--- src/rtl/sample_loader.sv ---
// Receive-side sample RAM loader. Pairs UART bytes into big-endian 16-bit samples,
// writes them to consecutive RAM addresses and tracks progress, checksum and errors.
module sample_loader #(
  parameter int ADDR_W      = 14,
  parameter int DEPTH       = 16384,
  parameter int TIMEOUT_CYC = 50000
) (
  input  logic              clk,
  input  logic              reset_key,
  input  logic              start,
  input  logic              stop,
  input  logic [7:0]        rx_data,
  input  logic              rx_valid,
  output logic              ram_wr_en,
  output logic [ADDR_W-1:0] ram_wr_addr,
  output logic [15:0]       ram_wr_data,
  output logic              busy,
  output logic              done,
  output logic [ADDR_W:0]   count,
  output logic [15:0]       checksum,
  output logic              overrun,
  output logic              timeout_err
);
  localparam int TW = $clog2(TIMEOUT_CYC + 1);
  localparam logic [ADDR_W:0] LAST      = (ADDR_W+1)'(DEPTH - 1);
  localparam logic [ADDR_W:0] COUNT_ONE = (ADDR_W+1)'(1);
  localparam logic [TW-1:0]   TMO_LAST  = TW'(TIMEOUT_CYC - 1);
  localparam logic [TW-1:0]   TMO_ONE   = TW'(1);

  typedef enum logic [1:0] {IDLE, WAIT_HI, WAIT_LO, DONE} state_t;

  state_t              state_reg, state_next;
  logic [7:0]          hi_reg, hi_next;
  logic [TW-1:0]       tmo_reg, tmo_next;
  logic [ADDR_W:0]     count_reg, count_next;
  logic [15:0]         sum_reg, sum_next;
  logic                wr_en_reg, wr_en_next;
  logic [ADDR_W-1:0]   wr_addr_reg, wr_addr_next;
  logic [15:0]         wr_data_reg, wr_data_next;
  logic                ovr_reg, ovr_next;
  logic                tmo_err_reg, tmo_err_next;
  logic [15:0]         sample;

  assign sample = {hi_reg, rx_data};

  always_ff @(posedge clk or negedge reset_key) begin
    if (!reset_key) begin
      state_reg   <= IDLE;
      hi_reg      <= '0;
      tmo_reg     <= '0;
      count_reg   <= '0;
      sum_reg     <= '0;
      wr_en_reg   <= 1'b0;
      wr_addr_reg <= '0;
      wr_data_reg <= '0;
      ovr_reg     <= 1'b0;
      tmo_err_reg <= 1'b0;
    end else begin
      state_reg   <= state_next;
      hi_reg      <= hi_next;
      tmo_reg     <= tmo_next;
      count_reg   <= count_next;
      sum_reg     <= sum_next;
      wr_en_reg   <= wr_en_next;
      wr_addr_reg <= wr_addr_next;
      wr_data_reg <= wr_data_next;
      ovr_reg     <= ovr_next;
      tmo_err_reg <= tmo_err_next;
    end
  end

  always_comb begin
    state_next   = state_reg;
    hi_next      = hi_reg;
    tmo_next     = tmo_reg;
    count_next   = count_reg;
    sum_next     = sum_reg;
    wr_en_next   = 1'b0;
    wr_addr_next = wr_addr_reg;
    wr_data_next = wr_data_reg;
    ovr_next     = ovr_reg;
    tmo_err_next = tmo_err_reg;
    case (state_reg)
      IDLE, DONE: begin
        // start outranks a coincident byte, which is dropped without flagging overrun
        if (start) begin
          state_next   = WAIT_HI;
          hi_next      = '0;
          tmo_next     = '0;
          count_next   = '0;
          sum_next     = '0;
          wr_addr_next = '0;
          ovr_next     = 1'b0;
          tmo_err_next = 1'b0;
        end else if (rx_valid) begin
          ovr_next = 1'b1;
        end
      end
      WAIT_HI: begin
        if (stop) begin
          state_next = IDLE;
          hi_next    = '0;
        end else if (rx_valid) begin
          state_next = WAIT_LO;
          hi_next    = rx_data;
          tmo_next   = '0;
        end
      end
      WAIT_LO: begin
        if (stop) begin
          state_next = IDLE;
          hi_next    = '0;
          tmo_next   = '0;
        end else if (rx_valid) begin
          wr_en_next   = 1'b1;
          wr_addr_next = count_reg[ADDR_W-1:0];
          wr_data_next = sample;
          count_next   = count_reg + COUNT_ONE;
          sum_next     = sum_reg + sample;
          tmo_next     = '0;
          state_next   = (count_reg == LAST) ? DONE : WAIT_HI;
        end else if (tmo_reg == TMO_LAST) begin
          // idle for the full window: drop the half sample and wait for a new high byte
          state_next   = WAIT_HI;
          hi_next      = '0;
          tmo_next     = '0;
          tmo_err_next = 1'b1;
        end else begin
          tmo_next = tmo_reg + TMO_ONE;
        end
      end
      default: state_next = IDLE;
    endcase
  end

  assign ram_wr_en   = wr_en_reg;
  assign ram_wr_addr = wr_addr_reg;
  assign ram_wr_data = wr_data_reg;
  assign busy        = (state_reg == WAIT_HI) || (state_reg == WAIT_LO);
  assign done        = (state_reg == DONE);
  assign count       = count_reg;
  assign checksum    = sum_reg;
  assign overrun     = ovr_reg;
  assign timeout_err = tmo_err_reg;
endmodule

--- config.mk ---
export PLATFORM = sky130hd
export DESIGN_NAME = sample_loader
export DESIGN_NICKNAME = d
export VERILOG_FILES = /design/src/rtl/sample_loader.sv
export SDC_FILE = /design/constraint.sdc
export NUM_CORES = 1
export LEC_CHECK = 0
export CAP_MARGIN = 20
export CELL_PAD_IN_SITES_DETAIL_PLACEMENT = 1
export CELL_PAD_IN_SITES_GLOBAL_PLACEMENT = 2
export CORE_MARGIN = 4
export CORE_UTILIZATION = 35
export DETAILED_ROUTE_END_ITERATION = 16
export MAX_ROUTING_LAYER = met4
export PLACE_DENSITY = 0.81
export SETUP_SLACK_MARGIN = 0.02
export SLEW_MARGIN = 20
export SYNTH_ARGS = -nofsm -noshare
export SYNTH_HDL_FRONTEND = slang
export SYNTH_SLANG_ARGS = --single-unit
--- constraint.sdc ---
create_clock -name clk -period 5.4 [get_ports clk]
set_clock_uncertainty 0.1 [all_clocks]
set_input_delay 0.81 -clock clk [delete_from_list [all_inputs] [get_ports clk]]
set_output_delay 0.81 -clock clk [all_outputs]
set_load 0.02 [all_outputs]
# Word level (Yosys, flattened, before mapping)
# Index checks and enable logic that the tools add are counted.
dict set report classes {
  n_eq_ne 16
  div_mod_pow 0
  reduce_logical 12
  order_cmp 0
  n_bitwise 1
  n_mul 0
  mux 43
  n_addsub 3
  shift 0
}
# operator count
set ops {}
lappend ops {{$mux 16} 8}
lappend ops {{$mux 8} 6}
lappend ops {{$pmux 16 s3} 1}
lappend ops {{$mux 15} 3}
lappend ops {{$mux 14} 3}
lappend ops {{$pmux 16 s2} 1}
lappend ops {{$pmux 15 s2} 1}
lappend ops {{$pmux 14 s2} 1}
lappend ops {{$pmux 8 s3} 1}
lappend ops {{$add 16x1->16 const B} 1}
lappend ops {{$add 16x16->16} 1}
lappend ops {{$eq 16x16->1 const B} 1}
lappend ops {{$add 15x1->15 const B} 1}
lappend ops {{$eq 15x14->1 const B} 1}
lappend ops {{$mux 2} 7}
lappend ops {{$ne 2x2->1 const B} 7}
lappend ops {{$mux 1} 9}
lappend ops {{$ne 3x3->1 const B} 3}
lappend ops {{$reduce_and 3->1} 3}
lappend ops {{$reduce_and 4->1} 2}
lappend ops {{$pmux 2 s3} 1}
lappend ops {{$reduce_and 5->1} 1}
lappend ops {{$eq 2x2->1 const B} 2}
lappend ops {{$ne 4x4->1 const B} 1}
lappend ops {{other kinds (8)} 9}
dict set report totals {
  ramBits 0
  regBits 90
  memories 0
  rom_bits 0
  output_inout_bits 66
  word_cells 85
  latchBits 0
}

# Longest topological paths before layout
# Gate-level depths: netlist of run 1.
dict set report depth {
  depth_word 5
  depth_mapped 9
  mapped_depth_nobuf 9
}

# Least setup slack after synthesis of run 1
# No wires, ideal clock.
dict set report synth_timing {
  kind {input -> register}
  startpoint {in rx_data[0]}
  endpoint {reg sum_reg[12] (netlist: checksum[12])}
  path_stages 9
  required_ns 5.178
  setup_ns 0.122
  slack_ns 2.666
  arrival_ns 2.512
  path_buffers 0
  cell_sequence {ha_1 -> inv_1 -> fa_1 -> nor2b_1 -> o21a_1 -> o211ai_2 -> a2111oi_1 -> o31ai_1 -> a32o_1}
}
dict set report synth_via {
  elab_chain_len 4
}
# element line
set synth_rtl {}
lappend synth_rtl {{start: declaration} 12} ;# input logic [7:0] rx_data,
lappend synth_rtl {{$add 16x16->16} 119} ;# sum_next = sum_reg + sample;
lappend synth_rtl {{$mux 16} 114} ;# end else if (rx_valid) begin
lappend synth_rtl {{$mux 16} 110} ;# if (stop) begin
lappend synth_rtl {{$pmux 16 s2} 83} ;# case (state_reg)
lappend synth_rtl {{end signal: assignment} 63} ;# sum_reg <= sum_next;
lappend synth_rtl {{end: declaration} 36} ;# logic [15:0] sum_reg, sum_next;
# No other way between the ends. The select of a mux whose other input is x is not followed.
# A chain may end at the register's enable or synchronous reset.

# Worst setup path in the final report of run 1
dict set report layout_timing {
  startpoint {in rx_data[0]}
  endpoint {reg sum_reg[14] (netlist: checksum[14])}
}
# Same word-level chain as after synthesis.

==> flow_results.org, run 1 <==
** Final layout
- Number of fill cells :: 1494
- Core occupancy in the finished layout :: 45.89%
- Relative to the synthesized area, the layout overhead comes to 26.66%.
- Non-filler cells in the finished layout :: 750
- Most common library cell in the layout ignoring fill and taps :: sky130_fd_sc_hd__nand2_1
- The repair_antennas step left the layout with diodes totalling 0.
- Footprint of the multi-input gates :: 2285 sq um
- Leaving out fill and tap cells, the most frequent cells in the layout are sky130_fd_sc_hd__nand2_1, sky130_fd_sc_hd__dfrtp_1, sky130_fd_sc_hd__clkdlybuf4s50_1, sky130_fd_sc_hd__o21ai_0, sky130_fd_sc_hd__nor2_1.
- Of the cells placed in the final design, the portion with a size suffix greater than 1 is 5.017%.
- The net count of the finished layout is 607.
- Reg area :: 2252 sq um

** Setup path
- For the worst flop-to-flop path, the logic depth is 7.
- Logic depth of the worst setup path including buffers :: 10
- The slowest stage of the critical path is the sky130_fd_sc_hd__clkdlybuf4s50_1 cell.
- The worst setup path is captured at a register.
- The critical path is of the input port to register type.
- The critical path contains buffers and inverters numbering 2 combined.
- Reg2reg setup slack :: 2.57 ns
- The worst register-to-register path begins at state_reg[0].
- In this run the worst setup path terminates at checksum[14].
- In this run the critical register-to-register path is captured at checksum[15].
- Worst endpoint required time :: 5.52 ns
- Worst path cell trace :: clkdlybuf4s50_1 -> ha_1 -> inv_1 -> fa_1 -> nor2b_1 -> o21a_1 -> o211ai_2 -> a311oi_1 -> nor3_1 -> or3_1
- CP arrival :: 3.33 ns
- Along the worst path, the maximum fanout reaches 5.
- On the worst path, the slowest cell contributes a delay of 0.53 ns.
- Crit. Startpoint :: rx_data[0]
- STA classifies the critical path startpoint as an input port.
- Cell family contributing the most delay on the critical path :: compound AO/OA/AOI/OAI gates

** STA
- RSZ-0062 raised after global routing :: no
- Across all setup checks in the final design, the least slack found is 2.186 ns.
- Counting I/O delays and the setup requirement, the final critical path takes 3.214 ns.
- Highest attainable clock frequency :: 311.2 MHz
- The final count of hold timing violations is 0.
- For the pin with the worst max-slew slack, the measured transition is 0.9563 ns.
- Final cycle utilization of the critical path :: 59.51%
- Setup violations remaining at the end of the flow were counted as 0.
- Slew margin rel. :: 36.11%
- The final max-slew violation count is 0.
- Sum of negative setup slack :: 0 ns

** Synth
- For this run, the leading register cell type out of synthesis is sky130_fd_sc_hd__dfrtp_1.
- Post-synth design cell area :: 4647 sq um
- The synthesized design contains 0 enable-type register cells.
- For this run, asynchronously set or reset flops after synthesis account for 100.0%.
- After technology mapping, the gate count stands at 498.
- Synthesized net count :: 532
- Register area share after synthesis :: 48.47%
- The synthesized design contains 90 register bits.
- Average cell area after synthesis :: 9.331 sq um
- Number of distinct library cells after synthesis :: 53
- For this run, the number of Yosys warnings is 0.

** Detailed routing
- WL/cell :: 17.84 um
- After detailed routing, the number of vias per cell comes to 5.269.
- In this run, the number of DRC markers left after iteration 0 of detailed routing was 191.
- After detailed routing, the number of remaining DRC violations is 0.
- For this block, the via count after detailed routing is 3952.
- The first detailed-routing pass took 4 iterations.
- Remaining antenna violation count after routing :: 0
- After detailed routing, the total wire length is 13380 um.

** Clocking
- The H-tree was split into 3 levels.
- Clock-pin slew was measured on the worst setup and hold paths at 0.06 ns.
- Root buffer cell :: sky130_fd_sc_hd__clkbuf_16
- Number of clock buffers inserted by TritonCTS :: 9
- Post-CTS Hold Buffers :: 0
- Latest clock arrival within the worst-skew pair :: 0.34 ns
- Number of buffers inserted to repair setup after CTS :: 0
- Gates resized during post-CTS repair numbered 0.
- Clock buffer depth :: 2
- CTS tree :: yes
- Total number of clock tree sinks :: 90

** Die
- The floorplan has 41 rows.
- 79 I/O pins were placed.
- Core outline area :: 12820 sq um
- Height of the die :: 123.2 um
- Area of the die :: 15180 sq um
- Horiz. Die Dim :: 123.2 um
- Effective utilization at floorplan :: 36.23%

** Placement
- Counting tap cells, the placed design contains a total of 734 instances.
- Post-placement worst setup slack :: 1.846 ns
- Input/output buffers :: 78
- Estimated wirelength of the detail-placed design :: 9801 um
- Placer's final routability congestion estimate :: 0.8829

** GRT
- Entering global routing, the biggest net connects 48 pins.
- Gr ovfl total :: 0
- The first global-routing pass estimated 22090 um of wire.
- The initial antenna violation count was 0.
- The via count of the first global-routing pass was 4211.
- Total GRT Usage :: 19.18%

** Power
- Summing internal, switching and leakage power gives 2.261 mW.
- Power per cell area :: 384.1 nW/um^2
- Max VDD drop :: 260.3 uV
- Leak :: 2.653 nW

** Run status
- Outcome :: finished clean

** Job
- Max-capacitance violation count :: 0

** Hold path
- Kind of path behind the tightest hold check :: input port to async pin
power breakdown:
part           total, mW  switching (mW)  internal, mW
combinational      0.797           0.525         0.271
sequential         0.845          0.0780         0.767
clock              0.619           0.268         0.351
total               2.26           0.871          1.39
area by class of cell:
| type | count | area share [%] |
|---|---|---|
| clock buffer | 13 | 4.592 |
| sequential | 90 | 38.27 |
| timing repair buffer | 80 | 13.48 |
| clock inverter | 3 | 0.3614 |
| inverter | 13 | 0.8291 |
| multi-input combinational | 379 | 38.82 |
| tap | 172 | 3.656 |
cells by family (layout without fill, tap and decap cells):
| logic type | Yosys count | count (layout) | share of synthesized area (%) |
|---|---|---|---|
| and+or+nand+nor | 217 | 217 | 21.92 |
| AOI/OAI and AO/OA | 117 | 117 | 16.86 |
| DFF | 90 | 90 | 48.47 |
| buffers and inverters | 29 | 109 | 2.423 |
| xor gates and xnor gates | 24 | 24 | 4.523 |
| adders and majority gates | 21 | 21 | 5.816 |
worst register-to-register path, stage by stage (launching register included):
cell,delay [ns]
sky130_fd_sc_hd__dfrtp_1,0.40
sky130_fd_sc_hd__inv_1,0.08
sky130_fd_sc_hd__ha_1,0.31
sky130_fd_sc_hd__nand3b_2,0.44
sky130_fd_sc_hd__inv_2,0.41
sky130_fd_sc_hd__nand2_1,0.34
sky130_fd_sc_hd__or4_1,0.59
sky130_fd_sc_hd__nand3_1,0.08
through the flow:
step | area [sq um] | hold slack, ns
6_report | 5886 | 0.3709
3_3_place_gp | 5592 | 0.3610
5_1_grt | 5886 | 0.3986
3_5_place_dp | 5592 | 0.3639
2_1_floorplan | 4647 | 0.3498
4_1_cts | 5883 | 0.3794
layer usage:
metal  share of wire (%)  wire (um)  GRT usage, %  vias to the layer above
li1                    -          -             -                     1909
met1                  46       6130         24.28                     1949
met2                  49       6583         31.74                       81
met3                 3.5        474         3.705                       13
met4                 1.5        195         4.913                        0
met5                   0          0             -                        -
synth_stat cells (all sizes together) (2+ instances only):
cell      n  share of area (%)
a22o     16                3.0
dfrtp    90                 48
and3     12                1.8
a211o     2               0.38
o22ai     2               0.27
nor3      6               0.75
o21ai    42                4.5
xnor2    10                1.9
o211ai    5               0.92
and2      2               0.32
o31ai     4               0.65
xor2     14                2.6
inv      13                1.0
a21oi    24                2.8
clkbuf   13                1.1
or4       3               0.48
nand2b    5               0.67
nand3    18                1.9
a32o      4               0.86
a21o      3               0.48
o21bai    4               0.65
nand2   107                8.8
or3       8                1.1
a311oi    2               0.38
nand4     7               0.94
nor2b     5               0.67
nor4bb    2               0.43
ha       20                5.4
nor2     35                2.8
buf       3               0.32
nor4      2               0.27
a211oi    2               0.32
worst min-delay path by stage:
| stage | startpoint | end | slack (ns) | cells past startpoint |
|---|---|---|---|---|
| finish | reset_key | ram_wr_data[9] | 0.37 | 1 |
| global route | ram_wr_data[6] | ram_wr_data[6] | 0.40 | 2 |
| CTS | reset_key | ram_wr_data[9] | 0.38 | 1 |
| detailed placement | ram_wr_data[3] | ram_wr_data[3] | 0.36 | 2 |
| global placement | ram_wr_data[12] | ram_wr_data[12] | 0.36 | 2 |
| floorplan | hi_reg[7] | hi_reg[7] | 0.35 | 2 |
Power figures use the tool's default switching activity.
==> run 2, diff against run 1 <==
- CORE_UTILIZATION: 35 -> 33
- PLACE_DENSITY: 0.81 -> 0.76
- clock period: 5.4 -> 3.3 ns (I/O delays scaled with it)
==> run 2 against run 1 <==
Non-clock buffer count grew 7. Critical path depth did not move. Critical path type unchanged. Critical endpoint unchanged. Routed wire length up 3.1%. Sequential power grew 63%. Largest cell class unchanged. Highest routed layer unchanged.
==> flow_results.org, run 2 (synthesized netlist as in run 1, its figures left out) <==
** GRT
- Total GRT Usage :: 18.56% (-0.62 points)
- The wire length of the first global-routing pass was 22960 um (+3.9%).
- Largest net degree at the start of global routing :: 46 (-4.2%)
- The residual overflow from global routing is 0 (unchanged).
- Vias in the first global route :: 4290 (+1.9%)
- Number of antenna violations at the first check in global routing :: 0 (unchanged)

** Final layout
- Number of fill cells :: 1585 (+6.1%)
- Finished layout cell area :: 5964 sq um (+1.3%)
- Share of final-layout standard cells stronger than drive strength 1 :: 5.983% (+0.97 points)
- From synthesis to final layout, the design area changed by 28.35%.
- Nets :: 614 (+1.2%)
- Top library cells by usage in the layout, fill and taps aside :: sky130_fd_sc_hd__nand2_1, sky130_fd_sc_hd__dfrtp_1, sky130_fd_sc_hd__clkdlybuf4s50_1, sky130_fd_sc_hd__o21ai_0, sky130_fd_sc_hd__nor2_1
- Antenna diode count :: 0 (unchanged)
- The library cell used most frequently in the layout, excluding fill and tap cells, is sky130_fd_sc_hd__nand2_1.

** STA
- Tmin final :: 2.897 ns
- The transition time at the pin with the least slew margin is 0.6265 ns (-0.3299 ns).
- The final count of hold timing violations is 0 (unchanged).
- Sum of negative setup slack :: 0 ns (unchanged)
- Setup repair after global routing left no endpoint under its margin.
- Number of slew-limit violations in the final report :: 0 (unchanged)
- After layout, the worst path uses 87.78% of the clock period.
- Slew margin rel. :: 58.21% (+22 points)
- Timing would allow up to 345.2 MHz.
- The total setup violations reported at the end of the flow came to 0 (unchanged).
- Final worst slack :: 0.4033 ns (-1.783 ns)

** Detailed routing
- The DRC violation total after the first TritonRoute iteration came to 199 (+4.2%).
- Drt via density :: 5.297 (+0.52%)
- WL/cell :: 18.03 um (+1.0%)
- Overall via count from detail_route :: 4052 (+2.5%)
- The first-pass iteration count of the detailed router came to 4 (unchanged).
- The number of remaining DRC errors was 0 (unchanged).
- Post-detailed-routing wire length :: 13790 um (+3.1%)
- The remaining antenna violation count came to 0 (unchanged).

** Clocking
- The clock-pin slew of the registers on the worst-case setup and hold paths was 0.07 ns (about the same).
- Number of clock buffers inserted by TritonCTS :: 9 (unchanged)
- The later-pin clock latency in the skew report was 0.35 ns (about the same).
- TritonCTS built the clock tree.
- Clock buffer depth :: 2 (unchanged)
- H-tree depth :: 3 (unchanged)
- Number of buffers inserted to repair setup after CTS :: 0 (unchanged)
- Root buffer cell :: sky130_fd_sc_hd__clkbuf_16
- The count of clock tree sinks came to 90 (unchanged).
- The hold buffer count at CTS is 0 (unchanged).
- Quantity of gates resized following cts :: 0 (unchanged)

** Die
- Horiz. Die Dim :: 126.7 um (+2.8%)
- The number of top-level design ports was 79 (unchanged).
- The die span in y was 126.7 um (+2.8%).
- The number of rows created at floorplan is 43 (+4.9%).
- The die footprint is 16040 sq um (+5.7%).
- Core outline area :: 13830 sq um (+7.8%)
- Effective utilization at floorplan :: 33.61% (-2.6 points)

** Setup path
- Class of the most critical setup path :: input port to register
- CP arrival :: 3.03 ns (-0.30 ns)
- Worst endpoint required time :: 3.43 ns (-2.09 ns)
- STA classifies the critical path endpoint as a register.
- Worst path cell trace :: clkdlybuf4s50_1 -> ha_1 -> inv_1 -> fa_1 -> nor2b_1 -> o21a_1 -> o211ai_2 -> a311oi_1 -> nor3_1 -> or3_1
- The worst setup path is launched from an input port.
- Critical path buffers and inverters :: 2 (unchanged)
- For this design, the slowest cell found on the critical path is sky130_fd_sc_hd__clkdlybuf4s50_1.
- Cell family contributing the most delay on the critical path :: compound AO/OA/AOI/OAI gates
- The critical-path maximum fanout is 5 (unchanged).
- The largest stage delay on the critical path is 0.55 ns (+0.02 ns).

** Placement
- Estimated wirelength of the detail-placed design :: 10170 um (+3.7%)
- Placer's final routability congestion estimate :: 0.8975 (+1.7%)
- Cell area reported after detailed placement :: 5654 sq um (+1.1%)
- The number of port buffers was 78 (unchanged).
- The worst setup slack before clock tree synthesis came to 0.04789 ns (-1.798 ns).

** Power
- The total power divided by cell area is 640.6 nW/um^2 (+67%).
- Power consumption :: 3.821 mW (+69%)
- The peak supply drop is 343.0 uV (+32%).
- The total leakage power came to 2.694 nW (+1.5%).

** Job
- The reported max-cap violation count is 0 (unchanged).

** Hold path
- Kind of path behind the tightest hold check :: input port to async pin

** Run status
- Outcome :: finished clean
[run 2: cell count changes in the layout (fill, tap and decap cells not counted), sizes merged]
| cell | before | now |
|---|---|---|
| buf | 3 | 10 |
| bufinv | 0 | 1 |
| clkinv | 1 | 0 |
[run 2: layout make-up]
class	instances	area, sq um	share of cell area [%]
clock buffers	13	260.3	4.363
flip-flops and latches	90	2252	37.76
inverters	13	48.80	0.8181
clock inverters	3	46.29	0.7762
multi-input cells	379	2286	38.33
well taps	180	225.2	3.776
repair buffers	87	845.8	14.18
[run 2: power breakdown]
part	internal [mW]	total [mW]	switching, mW
clock	0.633	1.09	0.460
combinational	0.480	1.35	0.867
sequential	1.26	1.38	0.125
total	2.37	3.82	1.45
[run 2: stage by stage]
stage	std cells	hold WS (ns)	util, %
6_report	765	0.03375	43.14
5_1_grt	765	0.07451	43.14
4_1_cts	765	0.05644	43.11
3_5_place_dp	749	0.3623	40.89
3_3_place_gp	749	0.3605	40.89
2_1_floorplan	498	0.09941	-
[run 2: final timing paths]
check | cells past startpoint | from | end | slack, ns
min in group clk | 2 | ram_wr_data[13] | ram_wr_data[13] | 0.37
worst max-delay path | 10 | rx_data[0] | checksum[14] | 0.40
worst min register to register | 2 | ram_wr_data[13] | ram_wr_data[13] | 0.37
worst min-delay path | 1 | reset_key | ram_wr_data[10] | 0.03
max in group asynchronous | 2 | reset_key | ram_wr_addr[0] | 2.29
worst max register to register | 9 | checksum[0] | checksum[14] | 0.68
[run 2: worst register-to-register path, delay by kind of cell (launching register included)]
family                     cells  cell delay (ns)
AOI/OAI and AO/OA              3             0.69
adders and majority gates      2             0.63
and+or+nand+nor                3             0.60
DFF                            1             0.42
buffers and inverters          1             0.07
[run 2: per-layer routing]
metal  GRT usage (%)  part of all wire, %  vias to the layer above  routed length (um)
met2           29.67                   48                       74                6613
met4           4.416                  1.7                        0                 231
li1                -                    -                     1925                   -
met5               -                    0                        -                   0
met1           23.76                   46                     2035                6413
met3           4.758                  3.9                       18                 534
==> run 3, diff against run 2 <==
- GPL_TIMING_DRIVEN: not set -> 1
- PLACE_DENSITY: 0.76 -> not set
- PLACE_DENSITY_LB_ADDON: not set -> 0.1
==> run 3 against run 2 <==
Worst setup slack got worse by 0.011 ns. Routed wire length rose by 0.56%. Utilization rose by 0.16 points. Final area rose by 0.38%. Worst hold slack improved by 0.017 ns. First-iteration DRC count rose by 19%. Critical path depth did not move. Combinational power rose by 4%. Sequential cell count did not move. Sequential power barely moved. Clock power barely moved. Cell count did not move. Critical endpoint is now checksum[12]. Highest routed layer unchanged.
==> flow_results.org, run 3 (synthesized netlist as in run 1, its figures left out) <==
** Clocking
- The CTS buffer count was 9 (unchanged).
- The later-pin clock latency in the skew report came to 0.35 ns (about the same).
- CTS tree :: yes
- Post-CTS Hold Buffers :: 0 (unchanged)
- The clock-pin slew of the registers on the worst-case setup and hold paths was 0.08 ns (about the same).
- Total number of clock tree sinks :: 90 (unchanged)
- The post-CTS setup repair buffer count was 0 (unchanged).
- The maximum number of buffers from clock root to sink was 2 (unchanged).
- Quantity of gates resized following cts :: 0 (unchanged)
- H-tree depth :: 3 (unchanged)
- Root buffer cell :: sky130_fd_sc_hd__clkbuf_16

** Final layout
- The final non-filler cell area came to 5987 sq um (+0.38%).
- The register area came to 2252 sq um (unchanged).
- Share of final-layout standard cells stronger than drive strength 1 :: 6.154% (+0.17 points)
- The library cell used most frequently in the layout, excluding fill and tap cells, is sky130_fd_sc_hd__nand2_1.
- Number of fill cells :: 1596 (+0.69%)
- Top library cells by usage in the layout, fill and taps aside :: sky130_fd_sc_hd__nand2_1, sky130_fd_sc_hd__dfrtp_1, sky130_fd_sc_hd__clkdlybuf4s50_1, sky130_fd_sc_hd__o21ai_0, sky130_fd_sc_hd__nor2_1
- P&R area growth vs syn :: 28.84%
- Nets :: 614 (unchanged)
- Non-filler cells in the finished layout :: 765 (unchanged)
- Antenna diode count :: 0 (unchanged)
- Footprint of the multi-input gates :: 2282 sq um (-0.16%)

** Setup path
- Crit. Startpoint :: rx_data[0]
- Maximum fanout count along the critical path :: 5 (unchanged)
- The critical path required time was 3.44 ns (about the same).
- Reg-to-Reg Start :: checksum[0]
- The cell depth of the worst flop-to-flop path is 9 (unchanged).
- CP arrival :: 3.04 ns (about the same)
- The worst setup path is captured at a register.
- Critical path startpoint category :: input port
- Class of the most critical setup path :: input port to register

** Power
- The clock network power share is 28.4% (-0.2 points).
- Power per cell area :: 649.9 nW/um^2 (+1.4%)
- Power consumption :: 3.891 mW (+1.8%)
- Switching power total :: 1.514 mW (+4.2%)
- The design internal power is 2.377 mW (+0.34%).
- The fraction of power consumed by sequential logic was 35.4% (-0.7 points).
- The power share of the combinational group came to 36.2% (+0.9 points).
- Fraction of power spent switching nets :: 38.91% (+0.90 points)
- The peak supply drop is 273.9 uV (-20%).
- Leak :: 2.704 nW (+0.38%)

** Hold path
- Kind of path behind the tightest hold check :: input port to async pin

** STA
- Count of final hold-check violations :: 0 (unchanged)
- The smallest setup slack after layout came to 0.3920 ns (-0.01135 ns).
- The final max-slew violation count was 0 (unchanged).
- The transition time at the pin with the least slew margin was 1.078 ns (+0.4519 ns).
- Slew margin rel. :: 27.96% (-30 points)
- Sum of negative setup slack :: 0 ns (unchanged)
- Setup repair after global routing left no endpoint under its margin.
- Final setup violation count :: 0 (unchanged)
- Tmin final :: 2.908 ns (+0.01135 ns)
- The highest attainable clock frequency came to 343.9 MHz (-0.39%).
- The final critical-path share of the clock period is 88.12% (+0.34 points).

** Detailed routing
- DRC marker count from the first detailed-route iteration :: 236 (+19%)
- Drt via density :: 5.190 (-2.0%)
- Overall via count from detail_route :: 3970 (-2.0%)
- The number of remaining DRC errors was 0 (unchanged).
- WL/cell :: 18.13 um (+0.56%)
- Post-detailed-routing wire length :: 13870 um (+0.56%)
- The remaining antenna violation count came to 0 (unchanged).
- The first-pass iteration count of the detailed router was 4 (unchanged).

** Placement
- Number of placed instances with taps included :: 749 (unchanged)
- The number of port buffers came to 78 (unchanged).
- The placed wire-length estimate after detailed placement is 10100 um (-0.61%).
- Cell area reported after detailed placement :: 5679 sq um (+0.44%)
- Post-placement worst setup slack :: 0.06181 ns (+0.01393 ns)
- The final estimated routing congestion in global placement is 0.7696 (-14%).

** Die
- The die span in y is 126.7 um (unchanged).
- The number of rows created at floorplan was 43 (unchanged).
- Core outline area :: 13830 sq um (unchanged)
- The number of top-level design ports is 79 (unchanged).
- Area of the die :: 16040 sq um (unchanged)
- The chip width came to 126.7 um (unchanged).
- Effective utilization at floorplan :: 33.61% (unchanged)

** GRT
- The pin count of the biggest net entering global routing is 47 (+2.2%).
- The combined global-route utilization of all metal layers came to 18.27% (-0.28 points).
- The initial antenna violation count is 0 (unchanged).
- Vias in the first global route :: 4223 (-1.6%)
- Gr ovfl total :: 0 (unchanged)
- The wire length of the first global-routing pass came to 22680 um (-1.2%).

** Job
- Max-capacitance violation count :: 0 (unchanged)

** Run status
- The run finished with clean final reports.
[run 3: power groups by stage]
| stage | clock network [mW] | logic (mW) | registers (mW) |
|---|---|---|---|
| 6_report | 1.10 | 1.41 | 1.38 |
| 2_1_floorplan | 0 | 0.670 | 1.50 |
| 4_1_cts | 1.14 | 1.43 | 1.39 |
| 3_5_place_dp | 0 | 1.42 | 1.41 |
| 3_3_place_gp | 0 | 1.40 | 1.40 |
| 5_1_grt | 1.19 | 1.55 | 1.40 |
[run 3: final timing paths]
| check | endpoint | slack [ns] |
|---|---|---|
| max | checksum[12] | 0.39 |
| max reg2reg | checksum[12] | 0.65 |
| max in group asynchronous | count[14] | 2.36 |
| min in group clk | ram_wr_data[4] | 0.38 |
| min | ram_wr_en | 0.05 |
| min reg2reg | ram_wr_data[4] | 0.38 |
[run 3: layer usage]
metal	wire length, um	vias to the layer above	track usage (%)
li1	-	1924	-
met1	6317	1969	22.64
met2	6811	60	29.98
met3	389	17	3.495
met4	352	0	6.372
met5	0	-	-
[run 3: final cells by class]
cell class	instances	share of cell area [%]
inverter	13	0.8150
multi-input combinational	379	38.12
timing repair buffer	87	14.55
tap	180	3.762
clock buffer	9	3.762
sequential	90	37.62
clock inverter	7	1.379
[run 3: stage by stage]
step,utilization (%),hold slack (ns)
floorplan,-,0.09941
global placement,41.07,0.3571
detailed placement,41.07,0.3634
CTS,43.30,0.08731
global route,43.30,0.1002
finish,43.30,0.05123
[run 3: critical path, cell delays in order]
cell	delay (ns)
sky130_fd_sc_hd__clkdlybuf4s50_1	0.55
sky130_fd_sc_hd__ha_1	0.21
sky130_fd_sc_hd__inv_1	0.06
sky130_fd_sc_hd__fa_1	0.41
sky130_fd_sc_hd__nor2b_1	0.14
sky130_fd_sc_hd__o21a_1	0.15
sky130_fd_sc_hd__o211ai_2	0.14
sky130_fd_sc_hd__a2111oi_1	0.49
sky130_fd_sc_hd__o31ai_1	0.11
sky130_fd_sc_hd__a32o_1	0.27
